`config.mk`:
```
export PLATFORM = sky130hd
export DESIGN_NAME = lsu_mem_master
export DESIGN_NICKNAME = d
export VERILOG_FILES = /design/src/rtl/lsu_mem_master_pkg.sv /design/src/rtl/lsu_mem_master_load_align.sv /design/src/rtl/lsu_mem_master.sv
export SDC_FILE = /design/constraint.sdc
export NUM_CORES = 1
export LEC_CHECK = 0
export BUFFER_PORTS_ARGS = -buffer_cell sky130_fd_sc_hd__buf_2
export CORE_AREA = 2 2 116 230
export CTS_CLUSTER_DIAMETER = 120
export CTS_CLUSTER_SIZE = 40
export DETAILED_ROUTE_END_ITERATION = 10
export DIE_AREA = 0 0 118 232
export GPL_TIMING_DRIVEN = 0
export HOLD_SLACK_MARGIN = 0.12
export PLACE_DENSITY_LB_ADDON = 0.2
export SLEW_MARGIN = 20
export SYNTH_ARGS = -nofsm -noshare
export SYNTH_HDL_FRONTEND = slang
export SYNTH_SLANG_ARGS = --single-unit
```
`constraint.sdc`:
```
create_clock -name clk -period 6.06 [get_ports clk]
set_input_delay 0.303 -clock clk [delete_from_list [all_inputs] [get_ports clk]]
set_output_delay 0.303 -clock clk [all_outputs]
set_load 0.02 [all_outputs]
```
`src/rtl/lsu_mem_master_pkg.sv`:
```
// Shared encodings and helpers for the load/store memory master.
package lsu_mem_master_pkg;

    localparam int unsigned XLEN = 32;

    // funct3 load/store size encodings
    localparam logic [2:0] OP_B  = 3'b000;
    localparam logic [2:0] OP_H  = 3'b001;
    localparam logic [2:0] OP_W  = 3'b010;
    localparam logic [2:0] OP_BU = 3'b100;
    localparam logic [2:0] OP_HU = 3'b101;

    // FSM state encodings
    localparam logic [1:0] ST_IDLE    = 2'd0;
    localparam logic [1:0] ST_RD_WAIT = 2'd1;
    localparam logic [1:0] ST_RESP    = 2'd2;

    // Unshifted byte-lane masks
    localparam logic [3:0] MASK_B = 4'b0001;
    localparam logic [3:0] MASK_H = 4'b0011;
    localparam logic [3:0] MASK_W = 4'b1111;

    // Registered copy of the accepted request
    typedef struct packed {
        logic [2:0] op;
        logic       store;
        logic [1:0] off;
    } lsu_req_t;

    // Byte-lane mask for an access; unknown op codes behave as word
    function automatic logic [3:0] lane_mask(input logic [2:0] op, input logic [1:0] off);
        case (op)
            OP_B, OP_BU: lane_mask = 4'(MASK_B << off);
            OP_H, OP_HU: lane_mask = 4'(MASK_H << off);
            default:     lane_mask = MASK_W;
        endcase
    endfunction

    // Halfwords need even addresses, words need 4-byte alignment
    function automatic logic is_misaligned(input logic [2:0] op, input logic [1:0] off);
        case (op)
            OP_B, OP_BU: is_misaligned = 1'b0;
            OP_H, OP_HU: is_misaligned = off[0];
            default:     is_misaligned = (off != 2'b00);
        endcase
    endfunction

endpackage

```
`src/rtl/lsu_mem_master_load_align.sv`:
```
// Moves the addressed lanes of a read word down to bit 0 and extends them.
module lsu_load_align
    import lsu_mem_master_pkg::*;
(
    input  logic [2:0]      op,
    input  logic [1:0]      off,
    input  logic [XLEN-1:0] rdata,
    output logic [XLEN-1:0] data_c
);

    logic [XLEN-1:0] shifted;

    // Right-shift by byte offset, then sign/zero extend by op
    always_comb begin
        shifted = rdata >> {off, 3'b000};
        case (op)
            OP_B:    data_c = {{24{shifted[7]}}, shifted[7:0]};
            OP_BU:   data_c = {24'h0, shifted[7:0]};
            OP_H:    data_c = {{16{shifted[15]}}, shifted[15:0]};
            OP_HU:   data_c = {16'h0, shifted[15:0]};
            default: data_c = shifted;
        endcase
    end

endmodule

```
`src/rtl/lsu_mem_master.sv`:
```
// Load/store initiator between the execute stage and the data-memory port.
module lsu_mem_master
    import lsu_mem_master_pkg::*;
#(
    parameter int unsigned ADDR_WIDTH = 32,
    parameter int unsigned DATA_WIDTH = 32,
    parameter int unsigned RD_LATENCY = 1
) (
    input  logic                  clk,
    input  logic                  rst,
    input  logic                  req_valid,
    output logic                  req_ready,
    input  logic [2:0]            req_op,
    input  logic                  req_store,
    input  logic [ADDR_WIDTH-1:0] req_addr,
    input  logic [DATA_WIDTH-1:0] req_wdata,
    output logic                  rsp_valid,
    input  logic                  rsp_ready,
    output logic [DATA_WIDTH-1:0] rsp_rdata,
    output logic                  rsp_misalign,
    output logic                  mem_ren,
    output logic [ADDR_WIDTH-1:0] mem_raddr,
    output logic [7:0]            mem_rmask,
    input  logic [DATA_WIDTH-1:0] mem_rdata,
    output logic                  mem_wen,
    output logic [ADDR_WIDTH-1:0] mem_waddr,
    output logic [7:0]            mem_wmask,
    output logic [DATA_WIDTH-1:0] mem_wdata
);

    localparam int unsigned CNT_W = 4;

    logic [1:0]            state_q, state_d;
    lsu_req_t              req_q, req_d;
    logic [CNT_W-1:0]      cnt_q, cnt_d;

    logic                  req_ready_d, rsp_valid_d, rsp_misalign_d;
    logic [DATA_WIDTH-1:0] rsp_rdata_d;
    logic                  mem_ren_d, mem_wen_d;
    logic [ADDR_WIDTH-1:0] mem_raddr_d, mem_waddr_d;
    logic [7:0]            mem_rmask_d, mem_wmask_d;
    logic [DATA_WIDTH-1:0] mem_wdata_d;

    logic [ADDR_WIDTH-1:0] word_addr_c;
    logic [3:0]            mask_c;
    logic                  misalign_c;
    logic [DATA_WIDTH-1:0] load_data_c;

    assign word_addr_c = {req_addr[ADDR_WIDTH-1:2], 2'b00};
    assign mask_c      = lane_mask(req_op, req_addr[1:0]);
    assign misalign_c  = is_misaligned(req_op, req_addr[1:0]);

    lsu_load_align u_load_align (
        .op     (req_q.op),
        .off    (req_q.off),
        .rdata  (mem_rdata),
        .data_c (load_data_c)
    );

    // State, captured request and registered outputs
    always_ff @(posedge clk or posedge rst) begin
        if (rst) begin
            state_q      <= ST_IDLE;
            req_q        <= '0;
            cnt_q        <= '0;
            req_ready    <= 1'b1;
            rsp_valid    <= 1'b0;
            rsp_rdata    <= '0;
            rsp_misalign <= 1'b0;
            mem_ren      <= 1'b0;
            mem_raddr    <= '0;
            mem_rmask    <= '0;
            mem_wen      <= 1'b0;
            mem_waddr    <= '0;
            mem_wmask    <= '0;
            mem_wdata    <= '0;
        end else begin
            state_q      <= state_d;
            req_q        <= req_d;
            cnt_q        <= cnt_d;
            req_ready    <= req_ready_d;
            rsp_valid    <= rsp_valid_d;
            rsp_rdata    <= rsp_rdata_d;
            rsp_misalign <= rsp_misalign_d;
            mem_ren      <= mem_ren_d;
            mem_raddr    <= mem_raddr_d;
            mem_rmask    <= mem_rmask_d;
            mem_wen      <= mem_wen_d;
            mem_waddr    <= mem_waddr_d;
            mem_wmask    <= mem_wmask_d;
            mem_wdata    <= mem_wdata_d;
        end
    end

    // Next state and next output values; stores reuse RD_WAIT as their single write cycle
    always_comb begin
        state_d        = state_q;
        req_d          = req_q;
        cnt_d          = cnt_q;
        req_ready_d    = req_ready;
        rsp_valid_d    = rsp_valid;
        rsp_rdata_d    = rsp_rdata;
        rsp_misalign_d = rsp_misalign;
        mem_ren_d      = mem_ren;
        mem_raddr_d    = mem_raddr;
        mem_rmask_d    = mem_rmask;
        mem_wen_d      = mem_wen;
        mem_waddr_d    = mem_waddr;
        mem_wmask_d    = mem_wmask;
        mem_wdata_d    = mem_wdata;

        case (state_q)
            ST_IDLE: begin
                if (req_valid && req_ready) begin
                    req_d.op    = req_op;
                    req_d.store = req_store;
                    req_d.off   = req_addr[1:0];
                    req_ready_d = 1'b0;
                    if (misalign_c) begin
                        state_d        = ST_RESP;
                        rsp_valid_d    = 1'b1;
                        rsp_misalign_d = 1'b1;
                        rsp_rdata_d    = '0;
                    end else if (req_store) begin
                        state_d     = ST_RD_WAIT;
                        cnt_d       = '0;
                        mem_wen_d   = 1'b1;
                        mem_waddr_d = word_addr_c;
                        mem_wmask_d = {4'b0000, mask_c};
                        mem_wdata_d = req_wdata << {req_addr[1:0], 3'b000};
                    end else begin
                        state_d     = ST_RD_WAIT;
                        cnt_d       = CNT_W'(RD_LATENCY - 1);
                        mem_ren_d   = 1'b1;
                        mem_raddr_d = word_addr_c;
                        mem_rmask_d = {4'b0000, mask_c};
                    end
                end
            end
            ST_RD_WAIT: begin
                if (req_q.store) begin
                    state_d        = ST_RESP;
                    mem_wen_d      = 1'b0;
                    mem_waddr_d    = '0;
                    mem_wmask_d    = '0;
                    mem_wdata_d    = '0;
                    rsp_valid_d    = 1'b1;
                    rsp_rdata_d    = '0;
                    rsp_misalign_d = 1'b0;
                end else if (cnt_q == '0) begin
                    state_d        = ST_RESP;
                    mem_ren_d      = 1'b0;
                    mem_raddr_d    = '0;
                    mem_rmask_d    = '0;
                    rsp_valid_d    = 1'b1;
                    rsp_rdata_d    = load_data_c;
                    rsp_misalign_d = 1'b0;
                end else begin
                    cnt_d = cnt_q - CNT_W'(1);
                end
            end
            ST_RESP: begin
                if (rsp_ready) begin
                    state_d        = ST_IDLE;
                    rsp_valid_d    = 1'b0;
                    rsp_rdata_d    = '0;
                    rsp_misalign_d = 1'b0;
                    req_ready_d    = 1'b1;
                end
            end
            default: begin
                state_d     = ST_IDLE;
                req_ready_d = 1'b1;
            end
        endcase
    end

endmodule

```
==> results of run 1 <==
==> sequential cells by signal, summed over array words and instances (netlist names) <==
| name | flops |
|---|---|
| state_q | 2 |
| rsp_misalign | 1 |
| cnt_q | 4 |
| mem_wmask | 4 |
| mem_raddr | 30 |
| mem_wdata | 32 |
| rsp_valid | 1 |
| mem_rmask | 4 |
| mem_waddr | 30 |
| rsp_rdata | 32 |
| req_q | 6 |
| mem_ren | 1 |
| req_ready | 1 |
| mem_wen | 1 |
==> cells in the mapped netlist (6+ instances only) <==
cell type,instances
dfrtp_1,148
mux2_2,70
nor2b_1,42
mux2i_1,35
o21ai_0,30
nand2_1,26
o2bb2ai_1,23
a22o_1,22
inv_1,19
o211ai_1,17
buf_4,16
a21oi_1,15
nor2_1,15
buf_2,14
clkbuf_1,14
a32o_1,12
a211o_1,8
a221o_1,6
buf_6,6
mux4_2,6
==> area by class of cell <==
cell class	instances	area, um2
buffer	53	322
clock buffer	19	453
clock inverter	13	171
fill	2621	16000
inverter	19	78.8
multi-input combinational	395	3210
sequential	149	3730
tap	340	425
timing repair buffer	245	1270
==> routing by layer <==
metal,GRT usage [%],vias up,wire length [um]
met5,0,-,23
met1,18.4,2983,8630
met4,7.53,4,831
met3,5.43,45,1510
li1,-,2758,-
met2,34.2,210,13300
==> per-stage QoR <==
| stage | TNS [ns] | area, um2 |
|---|---|---|
| after floorplan | 0 | 7330 |
| after global placement | -71.74 | 8950 |
| after detailed placement | 0 | 8990 |
| final | 0 | 9660 |
| after global routing | 0 | 9660 |
| after CTS | 0 | 9660 |
==> path summary, 6_finish.rpt <==
check	slack [ns]	end	cells after the start
setup / recovery	3.50	mem_wmask[1]	6
min in group asynchronous	0.52	mem_wen	3
hold reg to reg	0.48	mem_ren	1
max in group asynchronous	4.81	mem_raddr[9]	4
setup reg to reg	3.50	mem_wmask[1]	6
hold / removal	0.15	mem_wdata[4]	2
==> timing repair <==
item	in CTS	in global routing
hold buffers	5	0
resized for setup	0	0
hold endpoints to repair	93	0
buffers inserted	0	0
==> power by group <==
group / internal [mW] / leakage [nW] / total [mW] / switching, mW
registers: 1.36 / 1.92 / 1.55 / 0.196
clock network: 0.675 / 0.301 / 1.13 / 0.456
logic: 0.903 / 2.58 / 2.28 / 1.38
total: 2.94 / 4.80 / 4.97 / 2.03
==> worst reg2reg max path: stages (launching register included) <==
cell	delay (ns)
dfrtp_1	0.38
inv_1	0.09
ha_1	0.41
clkbuf_1	0.53
clkbuf_1	0.52
a21oi_1	0.22
mux2_2	0.31
==> kinds of logic (layout without fill, tap and decap cells) <==
family | after synthesis | after routing | share of synthesized area, %
xor gates and xnor gates | 1 | 1 | 0.120
other | 1 | 12 | 0.0515
buffers and inverters | 72 | 349 | 5.39
and+or+nand+nor | 111 | 111 | 8.62
muxes | 111 | 111 | 17.5
DFF | 149 | 149 | 51.2
AOI/OAI and AO/OA | 155 | 155 | 16.3
adders and majority gates | 5 | 5 | 0.859
==> results.tsv, run 1 <==
metric	value	unit
chip width	118	um
DRC	0	
I/O Buffers	239	
final setup violation count	0	
Clock Tree Buf Depth	2	
Slew @ Worst Pin	0.774	ns
Ys Warns	0	
TritonCTS clock tree	yes	
Crit-path slowest cell	clkbuf_1	
FP Rows	83	
Placed Cells	1196	
area growth from synthesis to layout	32.7	%
Core ar.	25700	um2
max-cap violations	0	
Crit Path Max Fanout	10	
Post-Synthesis Cells	605	
DR pass1 iterations	4	
nets@finish	989	
RSZ-0062 raised after global routing	no	
commonest cells after routing, fill and taps aside	buf_2 (253), dfrtp_1 (148), mux2_2 (70)	
area share of the largest cell type after synthesis	50.8	%
final WL	24.3	mm
prevailing post-synth register cell	dfrtp_1	
Die ar.	27400	um2
WL per Instance	19.7	um
Netlist cell types	55	
Leak	4.80	nW
period utilisation layout	42.3	%
CTS buffer count	17	
Pwr Total	4.97	mW
maximum level of the CTS H-tree	4	
CP startpoint	state_q[1]	
crit-path cells	inv_1, ha_1, clkbuf_1, clkbuf_1, a21oi_1, mux2_2	
largest stage delay on the critical path	0.52	ns
CP top delay family	buffers and inverters	
GRT Total Usage	18.2	%
routed via count	6000	
HPWL after DPL	19.0	mm
final count of hold timing violations	0	
GP Congestion	0.855	
Synth async-reset ratio	100	%
Die Ht	232	um
mapped cell area	7280	um2
flop and latch count out of synthesis	149	
peak supply drop	0.281	mV
post-route ant nets	0	
initial core utilization	28.4	%
CP Buf/Inv Count	3	
initial antenna violation count	2	
Startpoint Class	flop	
TritonCTS Sinks	149	
layout cell share with drive strength beyond 1	44.3	%
clk_skew	0.00793	ns
diode count	0	
f_max	0.390	GHz
first-pass GRT wire length	37.5	mm
via/cell ratio	4.87	
Max-slew headroom	48.3	%
num ports	253	
Reg2Reg Launch Point	state_q[1]	
via count of the first global-routing pass	6301	
Clock Root Buffer	clkbuf_16	
fin. max-slew vios	0	
Hold Crit Class	in2reg	
Final Worst Setup Slack	3.50	ns
critical path class	reg2reg	
register area share after synthesis	51.2	%
DP Worst Slack	3.39	ns
Clock Latency Late Sink	0.44	ns
most common cell after layout, fill and taps aside	buf_2	
Synth area leaders	dfrtp_1 (51%), mux2_2 (11%), mux2i_1 (4.8%)	
Post-synth EDFFs	0	
synthesized area per cell	12.0	um2
clock transition at the registers of the reported paths	0.07	ns
outcome	completed	
total gr overflow	0	
Critical Path End Type	flop	
largest net degree at the start of global routing	92	
Post-Layout Cell Count	1233	
pwr/cell area	514	nW/um2
cell taking the most area after synthesis	dfrtp_1	
Min Hold Slack	0.147	ns
critical path's most frequent cell	clkbuf_1	
CP required	6.39	ns
min Tclk post-route	2.56	ns
Iter 0 DRT Violations	256	
Hold Crit Start	req_wdata[4]	
Finished Core Util	37.7	%
crit path DAT	2.89	ns
(Power assumes the default switching activity.)
==> run 2, diff against run 1 <==
--- a/config.mk
+++ b/config.mk
@@ -5,12 +5,13 @@
 export SDC_FILE = /design/constraint.sdc
 export NUM_CORES = 1
 export LEC_CHECK = 0
+export ABC_AREA = 1
 export BUFFER_PORTS_ARGS = -buffer_cell sky130_fd_sc_hd__buf_2
-export CORE_AREA = 2 2 116 230
+export CORE_AREA = 2 2 118 234
 export CTS_CLUSTER_DIAMETER = 120
 export CTS_CLUSTER_SIZE = 40
 export DETAILED_ROUTE_END_ITERATION = 10
-export DIE_AREA = 0 0 118 232
+export DIE_AREA = 0 0 120 236
 export GPL_TIMING_DRIVEN = 0
 export HOLD_SLACK_MARGIN = 0.12
 export PLACE_DENSITY_LB_ADDON = 0.2
==> constraint.sdc (replaced) <==
create_clock -name clk -period 2.6 [get_ports clk]
set_input_delay 0.13 -clock clk [delete_from_list [all_inputs] [get_ports clk]]
set_output_delay 0.13 -clock clk [all_outputs]
set_load 0.02 [all_outputs]
==> results.tsv, run 2 <==
metric	value	unit
outcome	completed	
crit path DAT	2.77	ns
Crit Path Max Fanout	10	
Finished Core Util	39.8	%
total gr overflow	0	
DP Worst Slack	0.297	ns
largest net degree at the start of global routing	34	
Ys Warns	0	
met3 wire length	1.71	mm
WL per Instance	14.9	um
pwr/cell area	1240	nW/um2
most common cell after layout, fill and taps aside	nand2_1	
critical path class	in2reg	
routed via count	7610	
Post-synth EDFFs	0	
Synth async-reset ratio	100	%
Slew @ Worst Pin	0.694	ns
FP Rows	85	
Synth Area in Adders	0.829	%
largest family of logic cells by synthesized area	simple AND/OR/NAND/NOR gates	
mux cell area share after synthesis	0.149	%
period utilisation layout	93.9	%
worst hold path depth	5	
CP required	2.93	ns
initial antenna violation count	1	
Hold Crit Class	in2reg	
Clock Latency Late Sink	0.45	ns
mapped cell area	7540	um2
TritonCTS Sinks	149	
initial core utilization	28.3	%
GRT Total Usage	18.4	%
synthesized area per cell	7.54	um2
Iter 0 DRT Violations	379	
DR pass1 iterations	5	
commonest cells after routing, fill and taps aside	nand2_1 (410), buf_2 (259), dfrtp_1 (148)	
cts repair resizes	0	
Synth Area in Simple Gates	30.5	%
Die ar.	28300	um2
num ports	253	
Die Ht	236	um
final setup violation count	0	
Final Worst Setup Slack	0.160	ns
fin. max-slew vios	0	
area growth from synthesis to layout	41.0	%
CTS buffer count	17	
chip width	120	um
f_max	0.410	GHz
layout cell share with drive strength beyond 1	26.4	%
flop and latch count out of synthesis	149	
max-cap violations	0	
maximum level of the CTS H-tree	4	
Startpoint Class	primary input	
HPWL after DPL	19.0	mm
peak supply drop	0.539	mV
GP Congestion	0.885	
biggest regs	mem_wdata x32, rsp_rdata x32	
min Tclk post-route	2.44	ns
Synth area leaders	dfrtp_1 (49%), nand2_1 (20%), o21ai_0 (5.2%)	
most frequent cell after synthesis	nand2_1	
post-route ant nets	0	
register area share after synthesis	49.4	%
Synth Area in Compound Gates	10.0	%
clock transition at the registers of the reported paths	0.06	ns
Finished Cell Area	10600	um2
nets@finish	1453	
Critical Path End Type	flop	
Pwr Total	13.1	mW
clk_skew	0.0134	ns
Placed Cells	1604	
via count of the first global-routing pass	7627	
uppermost layer routed	met4	
Synth top cells by count	nand2_1 (410), dfrtp_1 (148), o21ai_0 (79)	
Core ar.	26700	um2
placed cell area	9330	um2
TritonCTS clock tree	yes	
Met1 Wirelength	10.9	mm
RSZ-0062 raised after global routing	no	
I/O Buffers	240	
via/cell ratio	4.46	
met2 WL	12.1	mm
Post-Synthesis Cells	1000	
first-pass GRT wire length	40.4	mm
Max-slew headroom	53.7	%
Leak	5.97	nW
Netlist cell types	35	
post-synthesis xor/xnor area fraction	0.232	%
cell taking the most area after synthesis	dfrtp_1	
Clock Tree Buf Depth	2	
setup TNS	0	ns
final count of hold timing violations	0	
Post-Layout Cell Count	1706	
final WL	25.4	mm
postcts setup bufs	0	
prevailing post-synth register cell	dfrtp_1	
Worst R2R Path Depth	7	
area share of the largest cell type after synthesis	49.1	%
Min Hold Slack	0.139	ns
DRC	0	
Clock Root Buffer	clkbuf_16	
-- run 2: cell count changes after synthesis, sizes merged, moves of 12 or more --
| cell | previous run | this run |
|---|---|---|
| nand2 | 26 | 413 |
| mux2 | 70 | 1 |
| nand3 | 5 | 73 |
| o21ai | 30 | 91 |
| nor2 | 15 | 72 |
| inv | 19 | 68 |
| nor2b | 42 | 0 |
| mux2i | 35 | 0 |
| o2bb2ai | 23 | 0 |
| a22o | 22 | 7 |
| a32o | 12 | 0 |
-- run 2: worst max-delay path: stages --
cell and delay [ns]:
dlygate4sd3_1 0.53, buf_2 0.12, buf_2 0.23, clkinv_1 0.30, clkbuf_1 0.38, nand2_1 0.14, a21oi_1 0.08, dlygate4sd3_1 0.61
o21ai_0 0.17, nand2_1 0.08
-- run 2: path summary, 6_finish.rpt --
path / from / end / slack (ns)
worst max-delay path: req_addr[0] / mem_wdata[26] / 0.16
worst min-delay path: req_wdata[27] / mem_wdata[27] / 0.14
worst max register to register: state_q[1] / mem_raddr[12] / 0.29
worst min register to register: mem_raddr[3] / mem_raddr[3] / 0.46
max in group asynchronous: rst / mem_waddr[16] / 1.34
min in group asynchronous: rst / rsp_rdata[23] / 0.27
-- run 2: area by class of cell --
cell class,instances,area [um2]
fill,2775,16100
clock inverter,6,90.1
tap,348,435
inverter,70,267
buffer,71,400
clock buffer,26,519
sequential,149,3730
antenna,1,2.50
multi-input combinational,721,3190
timing repair buffer,314,2000
-- run 2: per-layer routing --
metal	up-vias	track usage [%]
met5	-	0
met4	0	7.13
met3	38	5.13
met2	245	29.7
met1	3517	23.0
li1	3810	-
-- run 2: where the power goes --
| part | total [mW] | switching (mW) | internal [mW] |
|---|---|---|---|
| logic | 6.69 | 4.51 | 2.18 |
| clock network | 2.57 | 0.999 | 1.57 |
| registers | 3.88 | 0.545 | 3.34 |
| total | 13.1 | 6.05 | 7.08 |
-- run 2: cells by family (layout without fill, tap and decap cells) --
logic type,count (synthesis),after routing
flops,149,149
fa+ha+maj,5,5
other cells,1,13
simple gates,570,570
compound gates,131,131
buf+inv,141,487
mux,1,1
xor+xnor,2,2
-- run 2: what timing repair did --
action,4_1_cts,5_1_grt
hold buffers,69,0
endpoints found under the hold margin,133,0
setup endpoints to repair,0,0
==> run 3, diff against run 2 <==
--- a/config.mk
+++ b/config.mk
@@ -14,7 +14,8 @@
 export DIE_AREA = 0 0 120 236
 export GPL_TIMING_DRIVEN = 0
 export HOLD_SLACK_MARGIN = 0.12
-export PLACE_DENSITY_LB_ADDON = 0.2
+export MAX_ROUTING_LAYER = met4
+export PLACE_DENSITY_LB_ADDON = 0.08
 export SLEW_MARGIN = 20
 export SYNTH_ARGS = -nofsm -noshare
 export SYNTH_HDL_FRONTEND = slang
==> constraint.sdc (replaced) <==
create_clock -name clk -period 2.5 [get_ports clk]
set_input_delay 0.125 -clock clk [delete_from_list [all_inputs] [get_ports clk]]
set_output_delay 0.125 -clock clk [all_outputs]
set_load 0.02 [all_outputs]
==> results.tsv, run 3 (synthesized netlist as in run 2, its figures left out) <==
metric	value	unit
Startpoint Class	flop	
Crit-path slowest cell	clkbuf_1	
initial antenna violation count	0	
layout cell share with drive strength beyond 1	26.8	%
Clock Root Buffer	clkbuf_16	
first-pass GRT wire length	41.4	mm
TritonCTS clock tree	yes	
DRC	0	
maximum level of the CTS H-tree	4	
diode count	0	
clk_skew	0.00905	ns
fin. max-slew vios	0	
internal power	7.13	mW
initial core utilization	28.3	%
Hold Crit Start	req_wdata[20]	
outcome	completed	
final count of hold timing violations	0	
GRT Total Usage	19.5	%
Hold Crit Class	in2reg	
via count of the first global-routing pass	7482	
final setup violation count	0	
Clock Tree Buf Depth	2	
GP Congestion	0.926	
via/cell ratio	4.50	
critical path's most frequent cell	nand2_1	
commonest cells after routing, fill and taps aside	nand2_1 (410), buf_2 (259), dfrtp_1 (148)	
Die Ht	236	um
min Tclk post-route	2.09	ns
post-route ant nets	0	
max-cap violations	0	
I/O Buffers	240	
biggest regs	mem_wdata x32, rsp_rdata x32	
setup TNS	0	ns
TritonCTS Sinks	149	
nets@finish	1441	
routed via count	7616	
num ports	253	
most common cell after layout, fill and taps aside	nand2_1	
WL per Instance	15.5	um
Leak	5.90	nW
DR pass1 iterations	4	
postcts setup bufs	0	
Clock Latency Late Sink	0.44	ns
pwr/cell area	1290	nW/um2
HPWL after DPL	20.2	mm
Final Worst Setup Slack	0.407	ns
Pwr Total	13.5	mW
DP Worst Slack	0.206	ns
Slew @ Worst Pin	0.666	ns
largest net degree at the start of global routing	30	
area growth from synthesis to layout	38.8	%
clock transition at the registers of the reported paths	0.06	ns
FP Rows	85	
Die ar.	28300	um2
chip width	120	um
Reg2Reg Launch Point	state_q[1]	
Core ar.	26700	um2
logic gate share of total power	51.8	%
CP startpoint	state_q[1]	
clock group share of total power	18.4	%
final WL	26.3	mm
f_max	0.478	GHz
Crit Path Max Fanout	10	
period utilisation layout	83.7	%
RSZ-0062 raised after global routing	no	
Sw Pwr	6.41	mW
crit-path cells	inv_1, ha_1, inv_2, nand2_1, o211ai_1, nor2_2, clkbuf_1, nand3_1, nand2_1	
peak supply drop	0.488	mV
Iter 0 DRT Violations	377	
crit path DAT	2.47	ns
Critical Path End Type	flop	
largest stage delay on the critical path	0.45	ns
Finished Core Util	39.2	%
switch share	47.4	%
total gr overflow	0	
critical path class	reg2reg	
proportion of power drawn by flip-flops and latches	29.8	%
CTS buffer count	17	
Max-slew headroom	55.5	%
CP required	2.88	ns
run 3: what timing repair did:
| item | 4_1_cts | 5_1_grt |
|---|---|---|
| endpoints found under the setup margin | 0 | 5 |
| gates resized for setup | 0 | 2 |
| hold endpoints to repair | 112 | 0 |
| hold buffers | 57 | 0 |
run 3: power by group through the flow:
stage | clock network (mW) | logic, mW | registers, mW
2_1_floorplan | 0 | 3.44 | 5.15
3_3_place_gp | 0 | 6.97 | 4.06
3_5_place_dp | 0 | 7.02 | 4.07
4_1_cts | 2.59 | 7.13 | 4.04
5_1_grt | 2.69 | 7.84 | 4.16
6_report | 2.49 | 7.02 | 4.03
run 3: layer usage:
metal,routed length [um],GRT usage (%)
met1,11800,25.3
met2,12300,29.8
met3,1360,3.34
met4,785,8.31
met5,0,-
run 3: worst paths after layout:
kind / end / slack (ns) / cells after the start
worst min register to register: mem_raddr[7] / 0.46 / 2
max in group asynchronous: mem_waddr[24] / 0.80 / 8
worst max register to register: mem_raddr[4] / 0.41 / 9
worst max-delay path: mem_raddr[4] / 0.41 / 9
worst min-delay path: mem_wdata[28] / 0.15 / 5
min in group asynchronous: mem_wen / 0.32 / 3
run 3: critical path: cells and delay by family, from the launching register on:
kind | cells | cell delay [ns]
and+or+nand+nor | 4 | 0.58
DFF | 1 | 0.38
buffers and inverters | 3 | 0.63
AOI/OAI and AO/OA | 1 | 0.11
adders and majority gates | 1 | 0.33
run 3: through the flow:
stage                     std cells  instance area, um2  hold slack [ns]
final                          1693               10500            0.147
after global routing           1693               10500            0.137
after CTS                      1693               10500            0.121
after detailed placement       1604                9330            0.257
after global placement         1599                9230            0.383
after floorplan                1011                7590            0.275
run 3: area by class of cell:
cell class              count  area, um2
well taps                 348        435
multi-input cells         721       3190
inverters                  70        267
flip-flops and latches    149       3730
clock buffers              19        443
repair buffers            302       1880
fillers                  2872      16200
plain buffers              71        402
clock inverters            13        121
